**src/rtl/alu_seq_pkg.sv**
```systemverilog
// Shared definitions for alu_seq: one-hot opcodes, FSM state encoding and
// the opcode legality check.
package alu_seq_pkg;

    localparam logic [4:0] OP_NAND = 5'b00001;
    localparam logic [4:0] OP_XOR  = 5'b00010;
    localparam logic [4:0] OP_ADD  = 5'b00100;
    localparam logic [4:0] OP_SUB  = 5'b01000;
    localparam logic [4:0] OP_MUL  = 5'b10000;

    typedef enum logic [1:0] {
        S_IDLE = 2'd0,
        S_MUL  = 2'd1,
        S_DONE = 2'd2
    } state_t;

    function automatic logic is_onehot(input logic [4:0] s);
        return (s != 5'd0) && ((s & (s - 5'd1)) == 5'd0);
    endfunction

endpackage

```
**src/rtl/alu_seq_booth_mul_seq.sv**
```systemverilog
// Sequential radix-2 Booth signed multiplier, one step per clock.
// done marks the cycle whose coming edge performs the final step; product
// is the post-step value, so the caller can register it on that edge.
module booth_mul_seq #(
    parameter int NR_BITS = 4
) (
    input  logic                   clk,
    input  logic                   reset,
    input  logic                   start,
    input  logic [NR_BITS-1:0]     a,
    input  logic [NR_BITS-1:0]     b,
    output logic                   busy,
    output logic                   done,
    output logic [2*NR_BITS-1:0]   product
);
    localparam int CW = $clog2(NR_BITS + 1);

    logic [NR_BITS:0]   acc;
    logic [NR_BITS:0]   mcand;
    logic [NR_BITS-1:0] q;
    logic               q_m1;
    logic [CW-1:0]      cnt;

    logic [NR_BITS:0]   sum;
    logic [NR_BITS:0]   acc_nx;
    logic [NR_BITS-1:0] q_nx;

    // Accumulator is one bit wider so the most-negative multiplicand is exact.
    always_comb begin
        sum = acc;
        case ({q[0], q_m1})
            2'b10:   sum = acc - mcand;
            2'b01:   sum = acc + mcand;
            default: sum = acc;
        endcase
        acc_nx = {sum[NR_BITS], sum[NR_BITS:1]};
        q_nx   = {sum[0], q[NR_BITS-1:1]};
    end

    assign product = {acc_nx[NR_BITS-1:0], q_nx};
    assign done    = busy && (cnt == CW'(1));

    always_ff @(posedge clk) begin
        if (reset) begin
            busy  <= 1'b0;
            acc   <= '0;
            mcand <= '0;
            q     <= '0;
            q_m1  <= 1'b0;
            cnt   <= '0;
        end else if (start) begin
            busy  <= 1'b1;
            acc   <= '0;
            mcand <= {a[NR_BITS-1], a};
            q     <= b;
            q_m1  <= 1'b0;
            cnt   <= CW'(NR_BITS);
        end else if (busy) begin
            acc  <= acc_nx;
            q    <= q_nx;
            q_m1 <= q[0];
            cnt  <= cnt - CW'(1);
            if (cnt == CW'(1))
                busy <= 1'b0;
        end
    end

endmodule

```
**src/rtl/alu_seq.sv**
```systemverilog
// Multi-cycle ALU with valid/ready handshake and sequential Booth multiply.
// Define ALU_SEQ_CARRY_EN to report ADD carry / SUB borrow in out[NR_BITS].
module alu_seq
    import alu_seq_pkg::*;
#(
    parameter int NR_BITS = 4
) (
    input  logic                   clk,
    input  logic                   reset,
    input  logic                   in_valid,
    output logic                   in_ready,
    input  logic [4:0]             sel,
    input  logic [NR_BITS-1:0]     in0,
    input  logic [NR_BITS-1:0]     in1,
    output logic [2*NR_BITS-1:0]   out,
    output logic                   err,
    output logic                   out_valid,
    input  logic                   out_ready
);
    state_t                 state;
    logic                   mul_start;
    logic                   mul_busy;
    logic                   mul_done;
    logic [2*NR_BITS-1:0]   mul_product;
    logic [2*NR_BITS-1:0]   alu_res;

    assign in_ready  = (state == S_IDLE) && !reset;
    assign mul_start = in_valid && in_ready && (sel == OP_MUL);

`ifdef ALU_SEQ_CARRY_EN
    logic [NR_BITS:0] add_r;
    logic [NR_BITS:0] sub_r;
    assign add_r = {1'b0, in0} + {1'b0, in1};
    assign sub_r = {1'b0, in0} - {1'b0, in1};
`else
    logic [NR_BITS-1:0] add_r;
    logic [NR_BITS-1:0] sub_r;
    assign add_r = in0 + in1;
    assign sub_r = in0 - in1;
`endif

    always_comb begin
        alu_res = '0;
        case (sel)
            OP_NAND: alu_res = {{NR_BITS{1'b0}}, ~(in0 & in1)};
            OP_XOR:  alu_res = {{NR_BITS{1'b0}}, in0 ^ in1};
`ifdef ALU_SEQ_CARRY_EN
            OP_ADD:  alu_res = {{(NR_BITS-1){1'b0}}, add_r};
            OP_SUB:  alu_res = {{(NR_BITS-1){1'b0}}, sub_r};
`else
            OP_ADD:  alu_res = {{NR_BITS{1'b0}}, add_r};
            OP_SUB:  alu_res = {{NR_BITS{1'b0}}, sub_r};
`endif
            default: alu_res = '0;
        endcase
    end

    booth_mul_seq #(.NR_BITS(NR_BITS)) u_mul (
        .clk     (clk),
        .reset   (reset),
        .start   (mul_start),
        .a       (in0),
        .b       (in1),
        .busy    (mul_busy),
        .done    (mul_done),
        .product (mul_product)
    );

    always_ff @(posedge clk) begin
        if (reset) begin
            state     <= S_IDLE;
            out       <= '0;
            err       <= 1'b0;
            out_valid <= 1'b0;
        end else begin
            case (state)
                S_IDLE: begin
                    if (in_valid) begin
                        if (!is_onehot(sel)) begin
                            out       <= '0;
                            err       <= 1'b1;
                            out_valid <= 1'b1;
                            state     <= S_DONE;
                        end else if (sel == OP_MUL) begin
                            err   <= 1'b0;
                            state <= S_MUL;
                        end else begin
                            out       <= alu_res;
                            err       <= 1'b0;
                            out_valid <= 1'b1;
                            state     <= S_DONE;
                        end
                    end
                end
                S_MUL: begin
                    if (mul_done) begin
                        out       <= mul_product;
                        out_valid <= 1'b1;
                        state     <= S_DONE;
                    end else if (!mul_busy) begin
                        // multiplier lost its operation; never wait forever
                        state <= S_IDLE;
                    end
                end
                S_DONE: begin
                    if (out_ready) begin
                        out_valid <= 1'b0;
                        state     <= S_IDLE;
                    end
                end
                default: state <= S_IDLE;
            endcase
        end
    end

endmodule

```
**config.mk**
```make
export PLATFORM = sky130hd
export DESIGN_NAME = alu_seq
export DESIGN_NICKNAME = d
export VERILOG_FILES = /design/src/rtl/alu_seq_pkg.sv /design/src/rtl/alu_seq_booth_mul_seq.sv /design/src/rtl/alu_seq.sv
export SDC_FILE = /design/constraint.sdc
export NUM_CORES = 1
export LEC_CHECK = 0
export BUFFER_PORTS_ARGS = -buffer_cell sky130_fd_sc_hd__buf_2
export CELL_PAD_IN_SITES_DETAIL_PLACEMENT = 0
export CELL_PAD_IN_SITES_GLOBAL_PLACEMENT = 1
export CORE_UTILIZATION = 30
export DETAILED_ROUTE_END_ITERATION = 8
export PLACE_DENSITY = 0.57
export REMOVE_ABC_BUFFERS = 1
export SLEW_MARGIN = 20
export SYNTH_ARGS = -nofsm -noshare
export SYNTH_HDL_FRONTEND = slang
export SYNTH_HIERARCHICAL = 1
export SYNTH_SLANG_ARGS = --single-unit
```
**constraint.sdc**
```tcl
create_clock -name clk -period 3.8 [get_ports clk]
set_input_delay 0.76 -clock clk [delete_from_list [all_inputs] [get_ports clk]]
set_output_delay 0.76 -clock clk [all_outputs]
set_load 0.005 [all_outputs]
```
==> metrics.txt, run 1 <==
CP Class register to register; Hold-fix buffers, CTS 0; Synth cell types 40; worst reg-to-reg setup slack 1240 ps; clk_skew 5.797 ps; Post-Syn Area per Cell 8.143 um2; RSZ-0062 raised after global routing false; Comb power frac 0.140; drt total wl 4543 um; WHS Path Cells 2; CTS Buffer Depth 2; Starting Density 0.3103; starting DRC count in detailed routing 74; initial antenna violation count 0; Power Density 296.3 mW/mm2; vias per cell 4.935; most common cell after layout, fill and taps aside nor2_1; Final Cycle Share 0.6750; CP Data Required Time 3960 ps; I/O Pins 28; Fin. Hold Viols 0; Tot Pwr 656.6 uW; CP Launch Type register; Hold Startpoint err; Seq pwr share 0.480; Die W 83.05 um; clock share of power 0.380; Critical R2R Launch u_mul/mcand[0]; max-cap viol count 0; warnings from Yosys 6; CTS tree built; main flop type after synthesis dfxtp_1; Seq/Total Area, Yosys 0.2946; sw power 181.5 uW; Die Y 83.05 um; first-pass GRT wire length 7728 um; H-tree depth 2; Worst Hold Class register to register; CP Max Fanout 4; number of nets with antenna violations after routing 0; Post-Place Cells 332; Yosys reg bits 29; synthesis-to-finish area growth 12.44%; Async SR Flop Fraction 0; gate count after technology mapping 242; P_leak 0.9354 nW; Net Sw Frac 0.2764; CTS root buffer clkbuf_8; Clock Sinks 29; final net count 298; Max-slew headroom 0.6904; HPWL Detailed 3571 um; ant diodes 0; core area 0.006350 mm2; Num CTS Buffers 5; GR Overflow Total 0; Routed WL per cell 13.36 um; die area 0.006897 mm2; fmax 0.3899 GHz; Crit Reg-Reg Endpoint out[7]; port bufs 27; largest net degree at the start of global routing 24; cell-internal power 475.1 uW; Worst setup EP type register; later-pin clock latency in the skew report 280 ps; via count 1,678; Post-synth EDFFs 0; share of cells above drive strength 1 0.1711; post-route insts no fill 340; residual DRC count 0; status completed; CP Data Arrival Time 2730 ps; max incr delay on CP 440 ps; Peak supply drop 181.6 uV; most frequent cells in the layout nor2_1, dfxtp_1, buf_2, ha_1, a21oi_1; CP Cell Sequence inv_1 > ha_1 > mux2_2 > fa_1 > a21o_1 > a21oi_2 > xnor2_1 > nor2_1 > xor2_1 > a22oi_1 > nor2_1; Slew Viols, Final 0; DRT Pass-1 Iters 4; Slew @ Worst Pin 464.5 ps; post-CTS resize count 0; minimum clock period 2565 ps; routability cong. 0.7579; final setup TNS 0 ps; clk slew on worst S/H paths 70 ps; row count 29; Hold EP err; critical path's most frequent cell nor2_1; number of cells on the worst reg-to-reg path 11; setup violators final 0; vias in the first global route 1,609; post-synthesis cell area 0.001971 mm2; CP max-delay cell fa_1; gr usage total 0.1412; postcts setup bufs 0
==> flip-flops by register name, summed over array words and instances, names as in the netlist <==
signal / count
u_mul/q: 4
u_mul/busy: 1
u_mul/q_m1: 1
err: 1
out_valid: 1
u_mul/cnt: 3
out: 8
u_mul/acc: 4
state: 2
u_mul/mcand: 4
==> cells in the mapped netlist, types with 6 or more instances <==
| library cell | instances | area (um2) |
|---|---|---|
| nor2_1 | 43 | 161.4 |
| dfxtp_1 | 29 | 580.6 |
| ha_1 | 17 | 212.7 |
| a21oi_1 | 16 | 80.08 |
| inv_1 | 14 | 52.55 |
| o21ai_0 | 13 | 65.06 |
| mux2i_1 | 10 | 100.1 |
| xnor2_1 | 9 | 78.83 |
| nand2_1 | 8 | 30.03 |
| nor3_1 | 7 | 35.03 |
| xor2_1 | 7 | 61.31 |
| nand2b_1 | 6 | 37.54 |
==> critical path, delay by kind of cell (launching register included) <==
family / cells / cell delay, ps
and+or+nand+nor: 2 / 130
xor gates and xnor gates: 2 / 330
adders and majority gates: 2 / 720
buffers and inverters: 1 / 60
muxes: 1 / 300
DFF: 1 / 390
AOI/OAI and AO/OA: 3 / 530
==> power by group through the flow <==
stage / Sequential (mW) / Combinational (mW) / Clock (mW)
after CTS: 0.315 / 0.0940 / 0.260
after global routing: 0.316 / 0.105 / 0.279
after floorplan: 0.322 / 0.0530 / 0
after global placement: 0.322 / 0.0945 / 0
final: 0.315 / 0.0921 / 0.249
after detailed placement: 0.322 / 0.0938 / 0
==> cell families (layout without fill, tap and decap cells) <==
kind of cell / count (synthesis) / count (layout) / synth area share
adder cells (fa/ha/maj): 19 / 19 / 0.1283
AND/OR/NAND/NOR: 80 / 80 / 0.1867
AO/OA/AOI/OAI: 55 / 55 / 0.1778
flip-flops: 29 / 29 / 0.2946
multiplexers: 13 / 13 / 0.06794
XOR/XNOR: 16 / 16 / 0.07111
buffers and inverters: 30 / 51 / 0.07365
==> metrics by stage <==
step	utilization	hold slack, ps	area, um2	worst slack [ps]
2_1_floorplan	-	456.3	1878	868.9
3_3_place_gp	0.3354	460.9	2130	1143
3_5_place_dp	0.3354	465.8	2130	1110
4_1_cts	0.3490	476.6	2216	1191
5_1_grt	0.3490	509.6	2216	1074
6_report	0.3490	473.1	2216	1235
==> metal layers <==
layer	global-route usage	vias to the layer above	routed length (um)
met5	0	-	0
met4	0.05172	0	64
met3	0.02584	7	137
met2	0.2258	29	1974
met1	0.1895	769	2366
li1	-	873	-
==> worst max-delay path by stage <==
stage	end	depth (start not counted)	from	slack, ps
final	out[7]	11	u_mul/mcand[0]	1240
after global routing	out[7]	11	u_mul/mcand[0]	1070
after CTS	out[7]	11	u_mul/mcand[0]	1190
after detailed placement	out[3]	10	sel[4]	1110
after global placement	out[3]	10	sel[4]	1140
after floorplan	u_mul/acc[2]	7	sel[0]	870
==> layout make-up <==
type | instances | area, um2
tap | 77 | 96.34
multi-input combinational | 183 | 1250
sequential | 29 | 580.6
clock buffer | 5 | 68.82
clock inverter | 3 | 17.52
inverter | 14 | 52.55
timing repair buffer | 29 | 150.1
fill | 693 | 4134
(Power assumes the default switching activity.)
==> inputs of run 2 (changes only) <==
--- a/config.mk
+++ b/config.mk
@@ -5,12 +5,13 @@
 export SDC_FILE = /design/constraint.sdc
 export NUM_CORES = 1
 export LEC_CHECK = 0
+export ABC_AREA = 1
 export BUFFER_PORTS_ARGS = -buffer_cell sky130_fd_sc_hd__buf_2
 export CELL_PAD_IN_SITES_DETAIL_PLACEMENT = 0
 export CELL_PAD_IN_SITES_GLOBAL_PLACEMENT = 1
 export CORE_UTILIZATION = 30
 export DETAILED_ROUTE_END_ITERATION = 8
-export PLACE_DENSITY = 0.57
+export PLACE_DENSITY = 0.59
 export REMOVE_ABC_BUFFERS = 1
 export SLEW_MARGIN = 20
 export SYNTH_ARGS = -nofsm -noshare
==> constraint.sdc (replaced) <==
create_clock -name clk -period 2.4 [get_ports clk]
set_input_delay 0.48 -clock clk [delete_from_list [all_inputs] [get_ports clk]]
set_output_delay 0.48 -clock clk [all_outputs]
set_load 0.005 [all_outputs]
==> metrics.txt, run 2 <==
Die W 85.76 um; Comb power frac 0.203; critical path's most frequent cell nand2_1; number of nets with antenna violations after routing 0; clock share of power 0.397; Post-Place Cells 432; vias in the first global route 1,855; max FFs per register 8; port bufs 27; post-synthesis cell area 0.002105 mm2; Final Cycle Share 0.8711; CP Data Required Time 2620 ps; hold slack 459.1 ps; Top delay family on crit path simple AND/OR/NAND/NOR gates; Seq pwr share 0.400; Layout Utilization 0.3615; die area 0.007354 mm2; CP Class input pin to register; CTS tree built; CP Cell Sequence buf_2 > inv_2 > nor2_1 > nand3_1 > o21ai_1 > inv_1 > ha_1 > inv_1 > o21ai_0 > nand2_1 > nand2_1 > inv_1 > nand2_1 > nand3_1 > nand2_1 > nand2_1 > a21oi_1; count leader, synth nand2_1; Seq/Total Area, Yosys 0.2759; Starting Density 0.3098; row count 30; Filler cells 749; Buf/Inv on CP 5; residual DRC count 0; Post-synth EDFFs 0; warnings from Yosys 6; CP max-delay cell ha_1; DRT Pass-1 Iters 6; Async SR Flop Fraction 0; number of cells on the worst reg-to-reg path 14; clk slew on worst S/H paths 70 ps; first-pass GRT wire length 8507 um; top post-synthesis cells by area dfxtp_1, nand2_1, ha_1; Post-Syn Area per Cell 6.767 um2; CP Data Arrival Time 2310 ps; ant diodes 0; post-route insts no fill 440; share of cells above drive strength 1 0.2093; final net count 379; H-tree depth 2; Peak supply drop 357.6 uV; Worst setup EP type register; largest net degree at the start of global routing 18; WHS Path Cells 2; Yosys reg bits 29; Net Sw Frac 0.2822; max-cap viol count 0; Fin. Hold Viols 0; Slew Viols, Final 0; RSZ-0062 raised after global routing false; clk_skew 8.416 ps; GR Overflow Total 0; worst reg-to-reg setup slack 320 ps; Yosys top cell area share 0.2759; via count 1,941; most common cell after layout, fill and taps aside nand2_1; Biggest register out; CP Max Fanout 4; Die Y 85.76 um; routability cong. 0.7428; starting DRC count in detailed routing 84; minimum clock period 2091 ps; later-pin clock latency in the skew report 280 ps; Slew @ Worst Pin 426.9 ps; max incr delay on CP 270 ps; Synth area leader dfxtp_1; gate count after technology mapping 311; drt total wl 4917 um; initial antenna violation count 0; cell depth of the worst setup path 17; CP Launch Type input pin; Synth cell types 34; setup violators final 0; Num CTS Buffers 5; I/O Pins 28; cell-internal power 953.9 uW; core area 0.006794 mm2; Hold-fix buffers, CTS 0; CTS Buffer Depth 2; Routed WL per cell 11.18 um; final setup TNS 0 ps; Power Density 541.1 mW/mm2; gr usage total 0.1489; CTS root buffer clkbuf_8; main flop type after synthesis dfxtp_1; top cells by count, synth nand2_1, inv_1, dfxtp_1; fmax 0.4783 GHz; HPWL Detailed 3999 um; Clock Sinks 29; vias per cell 4.411; status completed; Max-slew headroom 0.7132; Worst Hold Class register to register; sw power 375.0 uW; P_leak 1.253 nW; synthesis-to-finish area growth 16.71%; most frequent cells in the layout nand2_1, inv_1, dfxtp_1, buf_2, a21oi_1
run 2: cell count changes after synthesis, sizes merged, moves of 10 or more:
| cell | before | now |
|---|---|---|
| o21ai | 13 | 27 |
| a21oi | 18 | 30 |
| inv | 14 | 63 |
| mux2i | 10 | 0 |
| nand2 | 8 | 70 |
| nor2 | 43 | 19 |
| nand3 | 5 | 18 |
run 2: timing repair:
action / 4_1_cts / 5_1_grt
endpoints found under the setup margin: 0 / 3
gates resized for setup: 0 / 3
buffers inserted: 0 / 0
run 2: layout make-up:
cell class	count	area [um2]	share of cell area
Tap cell	96	120.1	0.04890
Multi-Input combinational cell	208	1200	0.4885
Timing Repair Buffer	36	202.7	0.08253
Sequential cell	29	580.6	0.2364
Inverter	63	236.5	0.09628
Clock buffer	7	86.33	0.03515
Clock inverter	1	30.03	0.01223
run 2: through the flow:
step	setup slack [ps]	instance area, um2	total power, mW
2_1_floorplan	32.73	2014	0.7130
6_report	309.3	2456	1.329
4_1_cts	114.4	2454	1.347
5_1_grt	8.304	2456	1.412
3_5_place_dp	-84.36	2337	0.8155
3_3_place_gp	-64.63	2337	0.8163
run 2: kinds of logic after synthesis:
group,count (synthesis),share of synthesized area
AO/OA/AOI/OAI,68,0.1801
XOR/XNOR,4,0.01665
adder cells (fa/ha/maj),19,0.1201
buffers and inverters,74,0.1552
flip-flops,29,0.2759
AND/OR/NAND/NOR,117,0.2521
run 2: layer usage:
layer  up-vias  global-route usage  part of all wire
li1       1056                   -                 -
met1       852              0.1961              0.50
met2        26              0.2509              0.46
met3         7             0.02887             0.023
met4         0             0.03636             0.011
met5         -                   0                 0
run 2: power groups by stage:
| stage | clock [mW] | combinational (mW) | sequential [mW] |
|---|---|---|---|
| finish | 0.528 | 0.270 | 0.531 |
| global route | 0.566 | 0.313 | 0.533 |
| CTS | 0.540 | 0.275 | 0.531 |
| detailed placement | 0 | 0.273 | 0.542 |
| global placement | 0 | 0.274 | 0.543 |
| floorplan | 0 | 0.173 | 0.539 |
run 2: final timing paths:
kind | endpoint | startpoint
hold reg to reg | out[4] | out[4]
hold / removal | out[4] | out[4]
setup / recovery | out[3] | sel[3]
setup reg to reg | out[7] | u_mul/mcand[0]
run 2: worst register-to-register path, stage by stage, from the launching register on:
cell	delay (ps)
dfxtp_1	340
inv_1	80
ha_1	290
nand2_1	60
o21ai_1	120
fa_2	400
nand3_1	120
inv_1	40
nor2_1	80
nand2_1	90
nand3_2	70
nand2_2	50
nand2_1	70
nand2_1	60
a21oi_1	140
==> inputs of run 3 (changes only) <==
==> constraint.sdc (replaced) <==
create_clock -name clk -period 2.6 [get_ports clk]
set_input_delay 0.52 -clock clk [delete_from_list [all_inputs] [get_ports clk]]
set_output_delay 0.52 -clock clk [all_outputs]
set_load 0.005 [all_outputs]
==> metrics.txt, run 3 (synthesis gave the netlist of run 2 again) <==
Filler cells 754; fmax 0.4511 GHz; gr usage total 0.1498; status completed; Routed WL per cell 11.36 um; Slew @ Worst Pin 505.8 ps; routability cong. 0.7083; Die W 85.76 um; initial antenna violation count 0; fin area 0.002379 mm2; CTS tree built; CP Launch Type register; Peak supply drop 290.9 uV; via count 1,889; Max-slew headroom 0.6602; max-cap viol count 0; share of cells above drive strength 1 0.1899; I/O Pins 28; Fin. Hold Viols 0; drt total wl 4917 um; H-tree depth 2; Worst Hold Class register to register; die area 0.007354 mm2; Clock Sinks 29; Area after DPL 0.002292 mm2; Power Density 463.3 mW/mm2; Num CTS Buffers 5; CP Data Required Time 2810 ps; CP Data Arrival Time 2420 ps; later-pin clock latency in the skew report 270 ps; number of nets with antenna violations after routing 0; Layout Utilization 0.3501; minimum clock period 2217 ps; clk_skew 4.046 ps; Starting Density 0.3098; most frequent cells in the layout nand2_1, inv_1, dfxtp_1, buf_2, a21oi_1; synthesis-to-finish area growth 13.02%; DRT Pass-1 Iters 4; residual DRC count 0; Die Y 85.76 um; clk slew on worst S/H paths 60 ps; Worst setup EP type register; most common cell after layout, fill and taps aside nand2_1; Hold-fix buffers, CTS 0; max FFs per register 8; vias per cell 4.363; P_leak 1.213 nW; port bufs 27; CTS Buffer Depth 2; largest net degree at the start of global routing 18; first-pass GRT wire length 8700 um; setup violators final 0; Biggest register out; HPWL Detailed 4010 um; Final Cycle Share 0.8527; Slew Viols, Final 0; GR Overflow Total 0; row count 30; RSZ-0062 raised after global routing false; CTS root buffer clkbuf_8; vias in the first global route 1,832; CP Class register to register; ant diodes 0; starting DRC count in detailed routing 84; final net count 373; CP Max Fanout 3; core area 0.006794 mm2
[run 3: cell types whose count changed in the layout (fill, tap and decap cells not counted), sizes merged]
| cell | previous run | this run |
|---|---|---|
| bufinv | 1 | 0 |
| buf | 36 | 30 |
[run 3: path summary, 6_finish.rpt]
| check | slack, ps | cells past startpoint | start | end |
|---|---|---|---|---|
| max | 380 | 12 | u_mul/mcand[0] | out[7] |
| min reg2reg | 460 | 2 | out[6] | out[6] |
| min | 460 | 2 | out[6] | out[6] |
| max reg2reg | 380 | 12 | u_mul/mcand[0] | out[7] |
[run 3: worst max-delay path: stages, from the launching register on]
cell,delay (ps)
dfxtp_1,350
inv_1,80
ha_1,290
nand2_1,60
o21ai_0,160
fa_1,480
nand3_1,130
nand3_1,90
nand2_2,80
nand4_1,130
nand2_1,110
nand2_1,60
a21oi_1,140
[run 3: per-layer routing]
metal	vias to the layer above	GRT usage	part of all wire
met4	0	0.04394	0.014
met5	-	0	0
li1	1037	-	-
met2	23	0.2495	0.46
met3	6	0.02599	0.019
met1	823	0.1985	0.50
[run 3: area by class of cell]
class	instances	area [um2]	share of cell area
inverters	63	236.5	0.09942
clock buffers	7	86.33	0.03630
repair buffers	30	157.7	0.06628
flip-flops and latches	29	580.6	0.2441
well taps	96	120.1	0.05050
multi-input cells	208	1197	0.5034
[run 3: power breakdown]
part / switching, mW / internal (mW)
clock network: 0.159 / 0.209
logic: 0.149 / 0.0935
registers: 0.0216 / 0.469
[run 3: timing repair]
action	4_1_cts	5_1_grt
gates resized for setup	0	1
setup endpoints to repair	0	1
buffers inserted	0	0
hold endpoints to repair	0	0
[run 3: through the flow]
step | worst slack [ps] | setup TNS (ps) | hold WS [ps] | instances | power (mW)
2_1_floorplan | 192.7 | 0 | 451.3 | 300 | 0.6581
3_3_place_gp | -16.16 | -16.16 | 452.8 | 426 | 0.7494
3_5_place_dp | -27.56 | -27.56 | 450.2 | 426 | 0.7463
4_1_cts | 263.7 | 0 | 459.9 | 433 | 1.118
5_1_grt | 71.52 | 0 | 473.8 | 433 | 1.186
6_report | 383.1 | 0 | 457.6 | 433 | 1.102
